File: config.mk
export PLATFORM = sky130hd
export DESIGN_NAME = pipeline_register_em_param_flat
export DESIGN_NICKNAME = d
export VERILOG_FILES = /design/src/rtl/pipeline_register_em_param_if.sv /design/src/rtl/pipeline_register_em_param.sv /design/src/flat_wrapper.sv
export SDC_FILE = /design/constraint.sdc
export NUM_CORES = 1
export LEC_CHECK = 0
export ABC_AREA = 1
export CELL_PAD_IN_SITES_DETAIL_PLACEMENT = 1
export CELL_PAD_IN_SITES_GLOBAL_PLACEMENT = 1
export CORE_MARGIN = 2
export CORE_UTILIZATION = 26
export DETAILED_ROUTE_END_ITERATION = 12
export GPL_ROUTABILITY_DRIVEN = 0
export GPL_TIMING_DRIVEN = 0
export PLACE_DENSITY_LB_ADDON = 0.1
export SLEW_MARGIN = 20
export SYNTH_ARGS = -nofsm -noshare
export SYNTH_HDL_FRONTEND = slang
export SYNTH_SLANG_ARGS = --single-unit
File: constraint.sdc
create_clock -name clk -period 0.8 [get_ports clk]
set_input_delay 0.08 -clock clk [delete_from_list [all_inputs] [get_ports clk]]
set_output_delay 0.08 -clock clk [all_outputs]
set_load 0.01 [all_outputs]
File: src/rtl/pipeline_register_em_param_if.sv
`default_nettype none
// ============================================================================
// Module   : pipeline_register_em_param_if
// Brief    : Execute->Memory bundle: E-side fields, hazard controls, M-side fields.
// Revision : 1.0
// ============================================================================
interface pipeline_register_em_param_if #(
    parameter int DATA_W = 16,
    parameter int ADDR_W = 4,
    parameter int SEL_W  = 2
);
    logic              stall;
    logic              flush;

    logic              Evalid;
    logic [DATA_W-1:0] Ehi;
    logic [DATA_W-1:0] Elo;
    logic [DATA_W-1:0] Ealu;
    logic [DATA_W-1:0] Edmwrite;
    logic [DATA_W-1:0] Emodout;
    logic              Emod;
    logic              Ewe3;
    logic              Ewe;
    logic [SEL_W-1:0]  Eregdata;
    logic [ADDR_W-1:0] Ewriteadd;

    logic              Mvalid;
    logic [DATA_W-1:0] Mhi;
    logic [DATA_W-1:0] Mlo;
    logic [DATA_W-1:0] Malu;
    logic [DATA_W-1:0] Mdmwrite;
    logic [DATA_W-1:0] Mmodout;
    logic              Mmod;
    logic              Mwe3;
    logic              Mwe;
    logic [SEL_W-1:0]  Mregdata;
    logic [ADDR_W-1:0] Mwriteadd;

    modport master (
        output stall, flush,
        output Evalid, Ehi, Elo, Ealu, Edmwrite, Emodout, Emod, Ewe3, Ewe, Eregdata, Ewriteadd,
        input  Mvalid, Mhi, Mlo, Malu, Mdmwrite, Mmodout, Mmod, Mwe3, Mwe, Mregdata, Mwriteadd
    );

    modport slave (
        input  stall, flush,
        input  Evalid, Ehi, Elo, Ealu, Edmwrite, Emodout, Emod, Ewe3, Ewe, Eregdata, Ewriteadd,
        output Mvalid, Mhi, Mlo, Malu, Mdmwrite, Mmodout, Mmod, Mwe3, Mwe, Mregdata, Mwriteadd
    );
endinterface
`default_nettype wire

File: src/rtl/pipeline_register_em_param.sv
`default_nettype none
// ============================================================================
// Module   : pipeline_register_em_param
// Brief    : STAGES-deep E->M register with valid, stall and flush.
//            Define EM_PERF_CNT_EN to add saturating stall/flush counters.
// Revision : 1.0
// ============================================================================
module pipeline_register_em_param #(
    parameter int DATA_W = 16,
    parameter int ADDR_W = 4,
    parameter int SEL_W  = 2,
    parameter int STAGES = 1,
    parameter int CNT_W  = 16
) (
    input  wire                         clk,
    input  wire                         reset,
`ifdef EM_PERF_CNT_EN
    output logic [CNT_W-1:0]            stall_cnt,
    output logic [CNT_W-1:0]            flush_cnt,
`endif
    pipeline_register_em_param_if.slave bus
);

    localparam int c_PAY_W = 5*DATA_W + 3 + SEL_W + ADDR_W;

    logic [c_PAY_W-1:0] w_e_pay;
    logic [STAGES-1:0]  w_valid_vec;
    logic [c_PAY_W-1:0] w_pay_vec [STAGES];

    logic               w_mod;
    logic               w_we3;
    logic               w_we;

    generate
        if (STAGES < 1 || STAGES > 4 || CNT_W < 1) begin : g_bad_cfg
            $error("pipeline_register_em_param: STAGES must be 1..4 and CNT_W >= 1");
        end
    endgenerate

    assign w_e_pay = {bus.Ehi, bus.Elo, bus.Ealu, bus.Edmwrite, bus.Emodout,
                      bus.Emod, bus.Ewe3, bus.Ewe, bus.Eregdata, bus.Ewriteadd};

    generate
        for (genvar k = 0; k < STAGES; k++) begin : g_stage
            logic               r_valid;
            logic [c_PAY_W-1:0] r_pay;
            logic               w_valid_in;
            logic [c_PAY_W-1:0] w_pay_in;

            if (k == 0) begin : g_head
                assign w_valid_in = bus.Evalid;
                assign w_pay_in   = w_e_pay;
            end else begin : g_body
                assign w_valid_in = w_valid_vec[k-1];
                assign w_pay_in   = w_pay_vec[k-1];
            end

            // Flush only drops valid; payload is left as-is since it is masked downstream.
            always_ff @(posedge clk) begin
                if (reset) begin
                    r_valid <= 1'b0;
                    r_pay   <= '0;
                end else if (bus.flush) begin
                    r_valid <= 1'b0;
                end else if (!bus.stall) begin
                    r_valid <= w_valid_in;
                    r_pay   <= w_pay_in;
                end
            end

            assign w_valid_vec[k] = r_valid;
            assign w_pay_vec[k]   = r_pay;
        end
    endgenerate

    assign {bus.Mhi, bus.Mlo, bus.Malu, bus.Mdmwrite, bus.Mmodout,
            w_mod, w_we3, w_we, bus.Mregdata, bus.Mwriteadd} = w_pay_vec[STAGES-1];

    assign bus.Mvalid = w_valid_vec[STAGES-1];
    assign bus.Mmod   = w_mod & w_valid_vec[STAGES-1];
    assign bus.Mwe3   = w_we3 & w_valid_vec[STAGES-1];
    assign bus.Mwe    = w_we  & w_valid_vec[STAGES-1];

`ifdef EM_PERF_CNT_EN
    localparam logic [CNT_W-1:0] c_CNT_MAX = '1;
    localparam logic [CNT_W-1:0] c_CNT_ONE = {{(CNT_W-1){1'b0}}, 1'b1};

    logic [CNT_W-1:0] r_stall_cnt;
    logic [CNT_W-1:0] r_flush_cnt;

    always_ff @(posedge clk) begin
        if (reset) begin
            r_stall_cnt <= '0;
            r_flush_cnt <= '0;
        end else begin
            if (bus.stall && !bus.flush && (r_stall_cnt != c_CNT_MAX)) begin
                r_stall_cnt <= r_stall_cnt + c_CNT_ONE;
            end
            // Only flushes that actually kill an instruction are counted.
            if (bus.flush && (|w_valid_vec) && (r_flush_cnt != c_CNT_MAX)) begin
                r_flush_cnt <= r_flush_cnt + c_CNT_ONE;
            end
        end
    end

    assign stall_cnt = r_stall_cnt;
    assign flush_cnt = r_flush_cnt;
`else
    // No performance counters in this build.
`endif

endmodule
`default_nettype wire

File: src/flat_wrapper.sv
// flat-port wrapper written by rule: the top's interface ports become plain ports
module pipeline_register_em_param_flat 
#(
    parameter int DATA_W = 16,
    parameter int ADDR_W = 4,
    parameter int SEL_W  = 2,
    parameter int STAGES = 1,
    parameter int CNT_W  = 16
)
  (clk, reset, bus_stall, bus_flush, bus_Evalid, bus_Ehi, bus_Elo, bus_Ealu, bus_Edmwrite, bus_Emodout, bus_Emod, bus_Ewe3, bus_Ewe, bus_Eregdata, bus_Ewriteadd, bus_Mvalid, bus_Mhi, bus_Mlo, bus_Malu, bus_Mdmwrite, bus_Mmodout, bus_Mmod, bus_Mwe3, bus_Mwe, bus_Mregdata, bus_Mwriteadd);
  pipeline_register_em_param_if #(.DATA_W(DATA_W), .ADDR_W(ADDR_W), .SEL_W(SEL_W)) bus_i ();
  input  wire clk;
  input  wire reset;
  input wire logic [$bits(bus_i.stall)-1:0] bus_stall;
  input wire logic [$bits(bus_i.flush)-1:0] bus_flush;
  input wire logic [$bits(bus_i.Evalid)-1:0] bus_Evalid;
  input wire logic [$bits(bus_i.Ehi)-1:0] bus_Ehi;
  input wire logic [$bits(bus_i.Elo)-1:0] bus_Elo;
  input wire logic [$bits(bus_i.Ealu)-1:0] bus_Ealu;
  input wire logic [$bits(bus_i.Edmwrite)-1:0] bus_Edmwrite;
  input wire logic [$bits(bus_i.Emodout)-1:0] bus_Emodout;
  input wire logic [$bits(bus_i.Emod)-1:0] bus_Emod;
  input wire logic [$bits(bus_i.Ewe3)-1:0] bus_Ewe3;
  input wire logic [$bits(bus_i.Ewe)-1:0] bus_Ewe;
  input wire logic [$bits(bus_i.Eregdata)-1:0] bus_Eregdata;
  input wire logic [$bits(bus_i.Ewriteadd)-1:0] bus_Ewriteadd;
  output wire logic [$bits(bus_i.Mvalid)-1:0] bus_Mvalid;
  output wire logic [$bits(bus_i.Mhi)-1:0] bus_Mhi;
  output wire logic [$bits(bus_i.Mlo)-1:0] bus_Mlo;
  output wire logic [$bits(bus_i.Malu)-1:0] bus_Malu;
  output wire logic [$bits(bus_i.Mdmwrite)-1:0] bus_Mdmwrite;
  output wire logic [$bits(bus_i.Mmodout)-1:0] bus_Mmodout;
  output wire logic [$bits(bus_i.Mmod)-1:0] bus_Mmod;
  output wire logic [$bits(bus_i.Mwe3)-1:0] bus_Mwe3;
  output wire logic [$bits(bus_i.Mwe)-1:0] bus_Mwe;
  output wire logic [$bits(bus_i.Mregdata)-1:0] bus_Mregdata;
  output wire logic [$bits(bus_i.Mwriteadd)-1:0] bus_Mwriteadd;
  assign bus_i.stall = bus_stall;
  assign bus_i.flush = bus_flush;
  assign bus_i.Evalid = bus_Evalid;
  assign bus_i.Ehi = bus_Ehi;
  assign bus_i.Elo = bus_Elo;
  assign bus_i.Ealu = bus_Ealu;
  assign bus_i.Edmwrite = bus_Edmwrite;
  assign bus_i.Emodout = bus_Emodout;
  assign bus_i.Emod = bus_Emod;
  assign bus_i.Ewe3 = bus_Ewe3;
  assign bus_i.Ewe = bus_Ewe;
  assign bus_i.Eregdata = bus_Eregdata;
  assign bus_i.Ewriteadd = bus_Ewriteadd;
  assign bus_Mvalid = bus_i.Mvalid;
  assign bus_Mhi = bus_i.Mhi;
  assign bus_Mlo = bus_i.Mlo;
  assign bus_Malu = bus_i.Malu;
  assign bus_Mdmwrite = bus_i.Mdmwrite;
  assign bus_Mmodout = bus_i.Mmodout;
  assign bus_Mmod = bus_i.Mmod;
  assign bus_Mwe3 = bus_i.Mwe3;
  assign bus_Mwe = bus_i.Mwe;
  assign bus_Mregdata = bus_i.Mregdata;
  assign bus_Mwriteadd = bus_i.Mwriteadd;
  pipeline_register_em_param #(.DATA_W(DATA_W), .ADDR_W(ADDR_W), .SEL_W(SEL_W), .STAGES(STAGES), .CNT_W(CNT_W)) u_core (.clk(clk), .reset(reset), .bus(bus_i));
endmodule
==> results.yml <==
layout:
  diodes: 0
  mostFrequentLayoutCell: "nor2_1"
  drive_above_1_share_pct: 32.42
  seq_area_mm2: 0.001913
  nets: 895
  layout_common_cells: "nor2_1 (181), nand2_1 (177), buf_6 (113), inv_1 (90), clkdlybuf4s50_1 (90)"
  final_cells: 1025
  n_fill_cell: 1977
  syn_to_final_growth_pct: 57.37
  fin_area_mm2: 0.006789
  multi_input_area_mm2: 0.001385
  post-route-util_pct: 41.38
die:
  initial_core_util_pct: 26.29
  rows: 47
  die_width_um: 132.8
  die_h_um: 132.8
  dieArea_mm2: 0.01764
  io_pins: 184
  core_area_mm2: 0.01641
routing:
  num_vias: 4008
  wirelength_mm: 13.02
  drtPass1Iterations: 4
  drt_iter0_drc: 76
  remaining_drc_errors: 0
  post_drt_wl_per_cell_um: 12.70
  ant_nets: 0
  routed_via_density: 3.910
power_and_ir_drop:
  p_sw_share_pct: 25.38
  power_leakage_nw: 3.441
  powerDensity_mw_per_mm2: 1689
  p_int_mw: 8.555
  p_clk_share_pct: 34.4
  vdd_drop_max_mv: 0.8919
  total_power_mw: 11.46
  pwr-share-comb_pct: 21.4
  pwr-share-seq_pct: 44.3
  p_switching_mw: 2.909
timing:
  rsz0062_at_grt: "yes"
  clock_skew_ns: 0
  drv_slew: 0
  worst_pin_slew_ns: 0.2123
  layout_setup_ws_ns: -0.2072
  fmax_ghz: 0.9929
  fin_hold_ws_ns: 0.08493
  setup_tns_ns: -6.957
  period_needed_ns: 1.007
  setup_viol: 90
  hold_viol: 0
  fin_crit_sh_pct: 125.9
  relSlewSlack_pct: 85.85
yosys:
  synth_compound_area_share_pct: 0.1160
  ys_warn_count: 0
  synth_nets: 756
  synth_cell_types: 11
  avgSynthCellArea_um2: 6.517
  synth_top_family_by_area: "simple AND/OR/NAND/NOR gates"
  synth-simple-area-share_pct: 31.76
  synth_cells: 662
  synthAdderAreaFrac_pct: 0
  netlist_area_mm2: 0.004314
  seq_area_frac_synth_pct: 41.76
  ys_ff_latch: 90
  muxShareOfSynthArea_pct: 0
  synth_area_leaders: "dfxtp_1 (42%), nand2_1 (16%), nor2_1 (16%), buf_4 (15%), inv_1 (8.1%)"
  synth_top_area_share_pct: 41.76
  yosysTopAreaCell: "dfxtp_1"
  synth-xor-area-share_pct: 0
global_routing:
  antenna_found_initial: 0
  grt_pass1_vias: 4407
  grt_first_pass_wirelength_mm: 21.28
  grt_usage_pct: 15.17
  grt-ovfl-total: 0
  grt_start_max_net_pins: 14
cts:
  clockBufferDepth: 2
  ctsHoldBuffers: 0
  numCtsBuffers: 9
  cts_tree: "done"
  htreeDepth: 3
  clock_latency_ns: 0.33
  path_clk_slew_ns: 0.06
  root_buffer: "clkbuf_16"
  cts_sinks: 90
placed_design:
  numPortBuffers: 183
  numPlacedInstances: 1065
  placed_area_mm2: 0.006421
  place_ws_ns: -0.8870
  post-dp-hpwl_mm: 9.621
worst_setup_path:
  startpoint_type: "flop"
  crit_path_cell_trace: "nand2_2 -> inv_2 -> buf_6"
  crit_path_max_incr_delay_ns: 0.38
  crit_required_ns: 0.72
  critPathBufInv: 2
  worstPathArrival_ns: 0.93
  r2r_slack_ns: 0.04
  critical_path_class: "flop to output port"
  endpoint_kind: "output port"
  cp_slowest_cell: "dfxtp_4"
  cp_top_family: "flip-flops"
  crit_fanout: 5
job:
  max_cap_viol_count: 0
min_path:
  worstHoldPathType: "primary input to flop"
status:
  violations: "negative setup slack"
  status: "complete, but fails checks"
[routing by layer]
metal | part of all wire (%) | up-vias | routed length, um | global-route usage [%]
met5 | 0 | - | 0 | 0
met4 | 1.2 | 0 | 159 | 5.317
met3 | 5.7 | 11 | 746 | 3.985
met2 | 50 | 110 | 6508 | 27.06
met1 | 43 | 1814 | 5607 | 17.49
li1 | - | 2073 | - | -
[layout make-up]
type,count,area share (%)
buffer,44,6.782
clock inverter,3,0.2212
sequential,90,28.18
tap,220,4.055
clock buffer,12,3.778
inverter,94,5.234
multi-input combinational,364,20.40
timing repair buffer,198,31.35
[final timing paths]
kind / start / to / cells past startpoint
worst max-delay path: u_core.bus.Mvalid / bus_Mwe3 / 3
worst min-delay path: bus_stall / u_core.bus.Mvalid / 4
worst max register to register: u_core.g_stage[0].r_pay[65] / u_core.g_stage[0].r_pay[65] / 3
worst min register to register: u_core.g_stage[0].r_pay[11] / u_core.g_stage[0].r_pay[11] / 2
[repair_timing]
item,4_1_cts,5_1_grt
gates cloned,2,1
resized for setup,647,26
buffers inserted,8,4
setup endpoints to repair,179,154
pin swaps,1,1
[registers in the layout (all words and copies together), names as in the netlist]
signal and count:
u_core.g_stage.r_pay 89, u_core.bus.Mvalid 1
[power groups by stage]
stage	Combinational, mW	Clock [mW]	Sequential, mW
floorplan	1.26	0	5.00
global placement	2.47	0	5.02
detailed placement	2.51	0	5.04
CTS	2.71	4.16	5.06
global route	2.71	4.35	5.12
finish	2.45	3.94	5.07
[worst reg2reg max path: cells and delay by family, from the launching register on]
kind | cells | cell delay [ns]
DFF | 1 | 0.34
buffers and inverters | 1 | 0.13
and+or+nand+nor | 2 | 0.18
[cells by family (layout without fill, tap and decap cells)]
kind of cell,count (synthesis),after routing
AND/OR/NAND/NOR,363,363
flip-flops,90,90
AO/OA/AOI/OAI,1,1
buffers and inverters,208,351
[Yosys cell counts]
cell type and n:
dfxtp_1 90, nor2_1 181, inv_2 1, buf_2 18, inv_1 93, buf_1 3, clkbuf_1 4, nor2_4 1
o21ai_0 1, buf_4 89, nand2_1 181
Power figures use the tool's default switching activity.
